===== src/rtl/switch_port_rr_mc.sv =====
// switch_port_rr_mc
//
// Egress port of the switch. Packets of {source mask, target mask, data} are
// accepted over a valid/ready handshake into a small input FIFO. Each packet
// is then replayed as one output beat per destination. Destinations are
// visited in round-robin order, and the source port is never echoed back to
// itself. A packet whose effective target set is empty is dropped and counted.
//
// Ports:
//   clk, rst_n          clock, asynchronous active-low reset
//   in_valid/in_ready   ingress handshake (in_ready = FIFO not full)
//   in_source/in_target source mask and multicast target mask
//   in_data             payload
//   out_valid/out_ready egress handshake (out_valid is registered)
//   out_source          source mask of the packet being delivered
//   out_target          one-hot destination of the current beat
//   out_data            payload of the packet being delivered
//   fifo_count          input FIFO occupancy
//   drop_cnt            saturating count of dropped packets
module switch_port_rr_mc #(
    parameter int NUM_PORTS  = 4,
    parameter int DATA_W     = 8,
    parameter int FIFO_DEPTH = 4,
    parameter int CNT_W      = 8
) (
    input  logic                          clk,
    input  logic                          rst_n,
    input  logic                          in_valid,
    output logic                          in_ready,
    input  logic [NUM_PORTS-1:0]          in_source,
    input  logic [NUM_PORTS-1:0]          in_target,
    input  logic [DATA_W-1:0]             in_data,
    output logic                          out_valid,
    input  logic                          out_ready,
    output logic [NUM_PORTS-1:0]          out_source,
    output logic [NUM_PORTS-1:0]          out_target,
    output logic [DATA_W-1:0]             out_data,
    output logic [$clog2(FIFO_DEPTH):0]   fifo_count,
    output logic [CNT_W-1:0]              drop_cnt
);

    localparam int AW = $clog2(FIFO_DEPTH);
    localparam int PW = $clog2(NUM_PORTS);

    typedef enum logic [1:0] {IDLE, ARB, SEND} state_t;

    // First set bit of mask, scanning upward from start and wrapping at
    // NUM_PORTS (explicit wrap so non-power-of-two port counts work).
    function automatic logic [PW-1:0] rr_pick(input logic [NUM_PORTS-1:0] mask,
                                              input logic [PW-1:0] start);
        logic [PW-1:0] idx;
        logic          found;
        int            j;
        idx   = '0;
        found = 1'b0;
        for (int i = 0; i < NUM_PORTS; i++) begin
            j = int'(start) + i;
            if (j >= NUM_PORTS) j = j - NUM_PORTS;
            if (!found && mask[PW'(j)]) begin
                found = 1'b1;
                idx   = PW'(j);
            end
        end
        return idx;
    endfunction

    function automatic logic [NUM_PORTS-1:0] to_onehot(input logic [PW-1:0] idx);
        logic [NUM_PORTS-1:0] v;
        v      = '0;
        v[idx] = 1'b1;
        return v;
    endfunction

    function automatic logic [PW-1:0] wrap_inc(input logic [PW-1:0] idx);
        return (idx == PW'(NUM_PORTS - 1)) ? '0 : idx + PW'(1);
    endfunction

    function automatic logic [CNT_W-1:0] sat_inc(input logic [CNT_W-1:0] v);
        return (v == '1) ? v : v + CNT_W'(1);
    endfunction

    // Input FIFO storage and pointers
    logic [NUM_PORTS-1:0] src_mem [FIFO_DEPTH];
    logic [NUM_PORTS-1:0] tgt_mem [FIFO_DEPTH];
    logic [DATA_W-1:0]    dat_mem [FIFO_DEPTH];
    logic [AW-1:0]        wr_ptr, rd_ptr;

    // Packet engine state
    state_t               state_q, state_d;
    logic [NUM_PORTS-1:0] src_r, pending_r;
    logic [DATA_W-1:0]    dat_r;
    logic [PW-1:0]        rr_ptr, cur_idx;

    logic [NUM_PORTS-1:0] eff;
    logic                 accept, push, drop, pop, hs, arb_any, more;
    logic [NUM_PORTS-1:0] pend_after;
    logic [PW-1:0]        arb_idx, rr_after, send_idx;

    assign in_ready = (fifo_count != (AW+1)'(FIFO_DEPTH));
    assign eff      = in_target & ~in_source;
    assign accept   = in_valid && in_ready;
    assign push     = accept && (eff != '0);
    assign drop     = accept && (eff == '0);

    assign hs         = out_valid && out_ready;
    assign arb_any    = (pending_r != '0);
    assign arb_idx    = rr_pick(pending_r, rr_ptr);
    assign pend_after = pending_r & ~out_target;
    assign more       = (pend_after != '0);
    assign rr_after   = wrap_inc(cur_idx);
    // Next destination is resolved in the handshake cycle so beats stay back-to-back.
    assign send_idx   = rr_pick(pend_after, rr_after);

    // ---- Ingress: FIFO write, occupancy and drop counting ----
    always_ff @(posedge clk or negedge rst_n) begin
        if (!rst_n) begin
            wr_ptr     <= '0;
            rd_ptr     <= '0;
            fifo_count <= '0;
            drop_cnt   <= '0;
            for (int i = 0; i < FIFO_DEPTH; i++) begin
                src_mem[i] <= '0;
                tgt_mem[i] <= '0;
                dat_mem[i] <= '0;
            end
        end else begin
            if (push) begin
                src_mem[wr_ptr] <= in_source;
                tgt_mem[wr_ptr] <= eff;
                dat_mem[wr_ptr] <= in_data;
                wr_ptr          <= wr_ptr + AW'(1);
            end
            if (pop) rd_ptr <= rd_ptr + AW'(1);
            case ({push, pop})
                2'b10:   fifo_count <= fifo_count + (AW+1)'(1);
                2'b01:   fifo_count <= fifo_count - (AW+1)'(1);
                default: fifo_count <= fifo_count;
            endcase
            if (drop) drop_cnt <= sat_inc(drop_cnt);
        end
    end

    // ---- Packet engine FSM ----
    always_ff @(posedge clk or negedge rst_n) begin
        if (!rst_n) state_q <= IDLE;
        else        state_q <= state_d;
    end

    always_comb begin
        state_d = state_q;
        pop     = 1'b0;
        case (state_q)
            IDLE: begin
                if (fifo_count != '0) begin
                    pop     = 1'b1;
                    state_d = ARB;
                end
            end
            ARB:     state_d = arb_any ? SEND : IDLE;
            SEND:    if (hs && !more) state_d = IDLE;
            default: state_d = IDLE;
        endcase
    end

    // ---- Egress: packet registers and output beat ----
    always_ff @(posedge clk or negedge rst_n) begin
        if (!rst_n) begin
            src_r      <= '0;
            pending_r  <= '0;
            dat_r      <= '0;
            rr_ptr     <= '0;
            cur_idx    <= '0;
            out_valid  <= 1'b0;
            out_source <= '0;
            out_target <= '0;
            out_data   <= '0;
        end else begin
            case (state_q)
                IDLE: begin
                    if (pop) begin
                        src_r     <= src_mem[rd_ptr];
                        pending_r <= tgt_mem[rd_ptr];
                        dat_r     <= dat_mem[rd_ptr];
                    end
                end
                ARB: begin
                    if (arb_any) begin
                        out_target <= to_onehot(arb_idx);
                        cur_idx    <= arb_idx;
                        out_source <= src_r;
                        out_data   <= dat_r;
                        out_valid  <= 1'b1;
                    end
                end
                SEND: begin
                    if (hs) begin
                        pending_r <= pend_after;
                        rr_ptr    <= rr_after;
                        if (more) begin
                            out_target <= to_onehot(send_idx);
                            cur_idx    <= send_idx;
                        end else begin
                            out_valid <= 1'b0;
                        end
                    end
                end
                default: ;
            endcase
        end
    end

endmodule


===== config.mk =====
export PLATFORM = sky130hd
export DESIGN_NAME = switch_port_rr_mc
export DESIGN_NICKNAME = d
export VERILOG_FILES = /design/src/rtl/switch_port_rr_mc.sv
export SDC_FILE = /design/constraint.sdc
export NUM_CORES = 1
export LEC_CHECK = 0
export CAP_MARGIN = 10
export CORE_MARGIN = 5
export CORE_UTILIZATION = 57
export DETAILED_ROUTE_END_ITERATION = 7
export MAX_ROUTING_LAYER = met4
export PLACE_DENSITY = 0.79
export RECOVER_POWER = 100
export SLEW_MARGIN = 0
export SYNTH_ARGS = -nofsm -noshare
export SYNTH_HDL_FRONTEND = slang
export SYNTH_SLANG_ARGS = --single-unit

===== constraint.sdc =====
create_clock -name clk -period 2.95 [get_ports clk]
set_input_delay 0.59 -clock clk [delete_from_list [all_inputs] [get_ports clk]]
set_output_delay 0.59 -clock clk [all_outputs]
set_load 0.02 [all_outputs]

Yosys cells after proc, flatten, opt, wreduce, memory -nomap -nowiden
Cells that the tools add are included.
{"block": "op_classes", "bitwise": 7, "mux": 89, "n_lt_le_gt_ge": 23, "n_eq_ne": 14, "reduce_logical": 38, "add_sub_neg": 20}
{"operator": "$mux W2", "count": 23}
{"operator": "$mux W4", "count": 10}
{"operator": "$bwmux W16", "count": 2}
{"operator": "$bwmux W32", "count": 1}
{"operator": "$lt A2 B4 Y1 const B", "count": 8}
{"operator": "$mux W1", "count": 29}
{"operator": "$ge A3 B3 Y1 const B", "count": 8}
{"operator": "$mux W8", "count": 3}
{"operator": "$bmux W1 S2", "count": 8}
{"operator": "$bmux W4 S2", "count": 2}
{"operator": "$bmux W8 S2", "count": 1}
{"operator": "$demux W8 S2", "count": 1}
{"operator": "$pmux W4 S2", "count": 2}
{"operator": "$sub A2 B1 Y2 const B", "count": 8}
{"operator": "$logic_and A1 B1 Y1", "count": 14}
{"operator": "$ne A2 B2 Y1 const B", "count": 7}
{"operator": "$add A2 B2 Y3 const B", "count": 4}
{"operator": "$reduce_bool A4 Y1", "count": 3}
{"operator": "$reduce_and A2 Y1", "count": 5}
{"operator": "$add A8 B1 Y8 const B", "count": 1}
{"operator": "$and A4 B4 Y4", "count": 2}
{"operator": "$demux W4 S2", "count": 1}
{"operator": "$eq A8 B8 Y1 const B", "count": 1}
{"operator": "$not A4 Y4", "count": 2}
{"operator": "other kinds (25)", "count": 45}
{"block": "totals", "in_bits": 20, "output_inout_bits": 29, "wordCells": 217, "ff_bits": 118}

Depth between registers and ports, before layout
{"block": "logic_depth", "depth_word": 24, "depth_mapped": 11, "ltp_nobuf": 10}

Worst setup path after synthesis
Ideal clock, no wire load.
{"block": "synth_timing", "path_kind": "register to register", "start": "register fifo_count[2]", "end": "register fifo_count[2]", "t_required_ns": 2.870, "path_slack_ns": 0.492, "t_arrival_ns": 2.378, "synth_period_minus_slack_ns": 2.458, "path_stages_with_launch": 11, "setup_time_ns": 0.080, "path_buffers": 0, "cell_sequence": "dfrtp_1 or3b_4 and2_1 and2_1 inv_1 ha_1 inv_1 fa_1 xor2_1 nor2_1 xor2_1"}
{"block": "synth_via", "elab_chain_len": 5, "word_cells_on_any_way": 12, "cone_classes": "2 x add/sub; 3 x eq/ne; 3 x mux; 4 x reduce/logical"}
{"element": "start: declaration", "line_no": "38", "text": "output logic [$clog2(FIFO_DEPTH):0] fifo_count,"}
{"element": "start signal: assignment", "line_no": "135", "text": "2'b10: fifo_count <= fifo_count + (AW+1)'(1);"}
{"element": "start signal: assignment", "line_no": "136", "text": "2'b01: fifo_count <= fifo_count - (AW+1)'(1);"}
{"element": "start signal: assignment", "line_no": "137", "text": "default: fifo_count <= fifo_count;"}
{"element": "$ne A3 B3 Y1 (*)", "line_no": "99", "text": "assign in_ready = (fifo_count != (AW+1)'(FIFO_DEPTH));"}
{"element": "via in_ready", "line_no": "29", "text": "output logic in_ready,"}
{"element": "$logic_and A1 B1 Y1 (*)", "line_no": "101", "text": "assign accept = in_valid && in_ready;"}
{"element": "$logic_and A1 B1 Y1 (*)", "line_no": "102", "text": "assign push = accept && (eff != '0);"}
{"element": "$eq A2 B1 Y1 or $eq A2 B2 Y1 (tied branches)", "line_no": "134", "text": "case ({push, pop})"}
{"element": "$pmux W3 S2 or $reduce_bool A2 Y1 (tied branches)"}
Mark *: on every way through the listed nets, which the timed path passes. The rest lies on a longest branch.
A chain may end at the register's enable or synchronous reset.

Worst setup path in the final report
{"block": "layout_timing", "start": "input port in_source[3]", "end": "register dat_mem[7] in the netlist's numbering"}
{"block": "layout_via", "elab_chain_len": 4}
{"element": "start: declaration", "line_no": "30", "text": "input logic [NUM_PORTS-1:0] in_source,"}
{"element": "$not A4 Y4", "line_no": "100", "text": "assign eff = in_target & ~in_source;"}
{"element": "$and A4 B4 Y4", "line_no": "100"}
{"element": "$reduce_bool A4 Y1", "line_no": "102"}
{"element": "$logic_and A1 B1 Y1", "line_no": "102"}
{"element": "end signal: indexed assignment", "line_no": "130", "text": "dat_mem[wr_ptr] <= in_data;"}
{"element": "end: declaration", "line_no": "85", "text": "logic [DATA_W-1:0] dat_mem [FIFO_DEPTH];"}
Every way passes these cells.

==> metrics.cfg <==
[setup_path]
r2r_end=dat_mem[7]
worst_r2r_path_depth=5
critPathRequiredTime_ns=3.34
crit_fanout=20
r2r_slack_ns=0.28
critPathKind=in2reg
cp-start-kind=input port
r2r-start=fifo_count[0]
worstPathArrival_ns=3.06
worstSetupEndpointType=register

[synth]
synth_area_leaders=dfrtp_1 (54%), mux2_2 (13%), mux4_2 (6.6%)
synthCells=432
yosysWarnings=0
syn_area_um2=5440
synth.ff_latch_count=118
synth_top_area_share_pct=54.3
synth-async-reset-ratio_pct=100
ys.flop_type=dfrtp_1
ys_seq_area_share_pct=54.3
synth_area_per_cell_um2=12.6
synth_top_area_cell=dfrtp_1
synthesis.nets=460
synth_edf_count=0
synth_cell_type_count=52

[worst_hold_path]
min_path_cells=2
hp-start=dat_r[4]
holdPathEnd=dat_r[4]
worstHoldPathType=reg2reg

[cells_and_area]
syn_to_final_growth_pct=20.9
final_cell_mix=dfrtp_1 (118), nand2_1 (76), mux2_2 (61)
nNetsFinal=518
layout_commonest_cell=dfrtp_1
stdcell_count=631
drive_above_1_share_pct=24.7
antenna_cells=0

[grt]
track_usage_pct=22.1
grt_max_degree=109
grt_pass1_vias=3887
antenna_found_initial=0
grt_pass1_wl_mm=19.3
grt_overflow_total=0

[sta]
grt_setup_unrepaired=false
hold_viol_final=0
setup_viol=0
max_slew_margin_pct=22.8
fmax_mhz=373
tightest_slew_ns=1.16
skew_ns=0.00475
period_needed_ns=2.68
finalCritPeriodShare_pct=90.8
setup_tns_ns=0
drv_slew=0

[die]
rows=35
coreArea_um2=9280
initial_core_util_pct=58.5
dieHeight_um=108
fp.dieW_um=108
ioPinCount=49
die_area_um2=11600

[cts]
clock-sinks=118
post_cts_buffers=0
cts-htree-levels=4
root_buffer=clkbuf_8
cts.clk_slew.worst_paths_ns=0.06
clock_latency_ns=0.51
cts_tree=yes
cts_made_buffers=17
clockBufferDepth=2

[flow_run]
drv_cap=0

[routing]
wire_per_inst_um=17.8
dr_total_vias=3584
first_pass_iters=4
vias_per_cell=5.68
drc_errors=0
ant_nets=0
drt_iter0_drc=183
wl_mm=11.2

[placement]
gp_congestion=0.838
placedCellCount=599
port_buffers=48
dp_hpwl_mm=7.01

[power_and_ir_drop]
ir_worst_vdd_v=0.000579
powerDensity_nw_per_um2=1200
power_leakage_nw=2.93

[status]
status=completed

-- cell families (layout without fill, tap and decap cells) --
kind of cell,after synthesis,after routing,synth area share (%)
AOI/OAI and AO/OA,56,56,6.54
xor gates and xnor gates,13,13,2.09
adders and majority gates,8,8,1.98
buffers and inverters,28,98,3.22
DFF,118,118,54.3
muxes,80,80,19.8
and+or+nand+nor,129,129,12.0
-- sequential cells by signal, indices dropped and copies added, names as in the netlist, 3 cells and up --
register,flops
dat_r,8
fifo_count,3
drop_cnt,8
pending_r,4
src_mem,16
out_data,8
out_source,4
src_r,4
dat_mem,32
tgt_mem,16
out_target,4
-- worst max path at each step --
stage,start,end,slack [ns]
after global placement,in_source[3],fifo_count[2],0.20
after detailed placement,in_source[3],fifo_count[2],0.09
after global routing,fifo_count[2],dat_mem[1],0.17
after floorplan,fifo_count[2],fifo_count[2],0.49
final,in_source[3],dat_mem[7],0.27
after CTS,fifo_count[0],in_ready,0.44
-- Yosys cell counts, types with 3 or more instances --
cell type and number:
buf_6 8, buf_2 5, nor2b_1 4, nand4_1 6, nand2_1 76, or2b_2 4, a21oi_1 3, a32oi_1 3
o21ai_0 33, xnor2_1 10, mux4_2 16, inv_1 8, mux2_2 62, and2_1 3, nor2_1 9, nor3_1 3
dfrtp_1 118, nand2b_1 8, nand3_2 4, clkbuf_1 3, xor2_1 3, ha_1 7
-- through the flow --
stage / hold slack, ns / cell area, µm² / total power, mW / utilization [%] / setup WS, ns
5_1_grt: 0.499 / 6570 / 8.40 / 70.8 / 0.174
2_1_floorplan: 0.294 / 5440 / 4.99 / - / 0.492
6_report: 0.477 / 6570 / 7.90 / 70.8 / 0.270
3_5_place_dp: 0.438 / 6010 / 5.91 / 64.8 / 0.0948
4_1_cts: 0.471 / 6610 / 8.04 / 71.2 / 0.445
3_3_place_gp: 0.438 / 6010 / 5.77 / 64.8 / 0.204
-- final cells by class --
cell class / instances / area, µm²
Clock buffer: 22 / 463
Tap cell: 129 / 161
Fill cell: 639 / 2710
Sequential cell: 118 / 2950
Clock inverter: 9 / 125
Timing Repair Buffer: 58 / 546
Inverter: 9 / 33.8
Multi-Input combinational cell: 286 / 2290
-- critical path: stages --
cell and delay [ns]:
dlygate4sd3_1 0.61, or2b_2 0.21, nand4_4 0.11, buf_4 0.18, nand3_2 0.07, clkbuf_1 0.85, mux2_2 0.43
-- per-layer routing --
metal  global-route usage, %  share of wire [%]  wire length [µm]
met5                       -                  0                 0
met4                    8.21                1.6               177
met3                    4.50                3.9               442
met1                    28.4                 44              4910
met2                    35.2                 51              5710
-- report_power, final --
part	internal, mW	switching (mW)
Combinational	1.47	1.46
Clock	1.34	0.686
Sequential	2.39	0.560
-- what timing repair did --
item,CTS,global route
hold endpoints to repair,10,0
gates resized for setup,0,0
hold buffers,1,0
(Power assumes the default switching activity.)
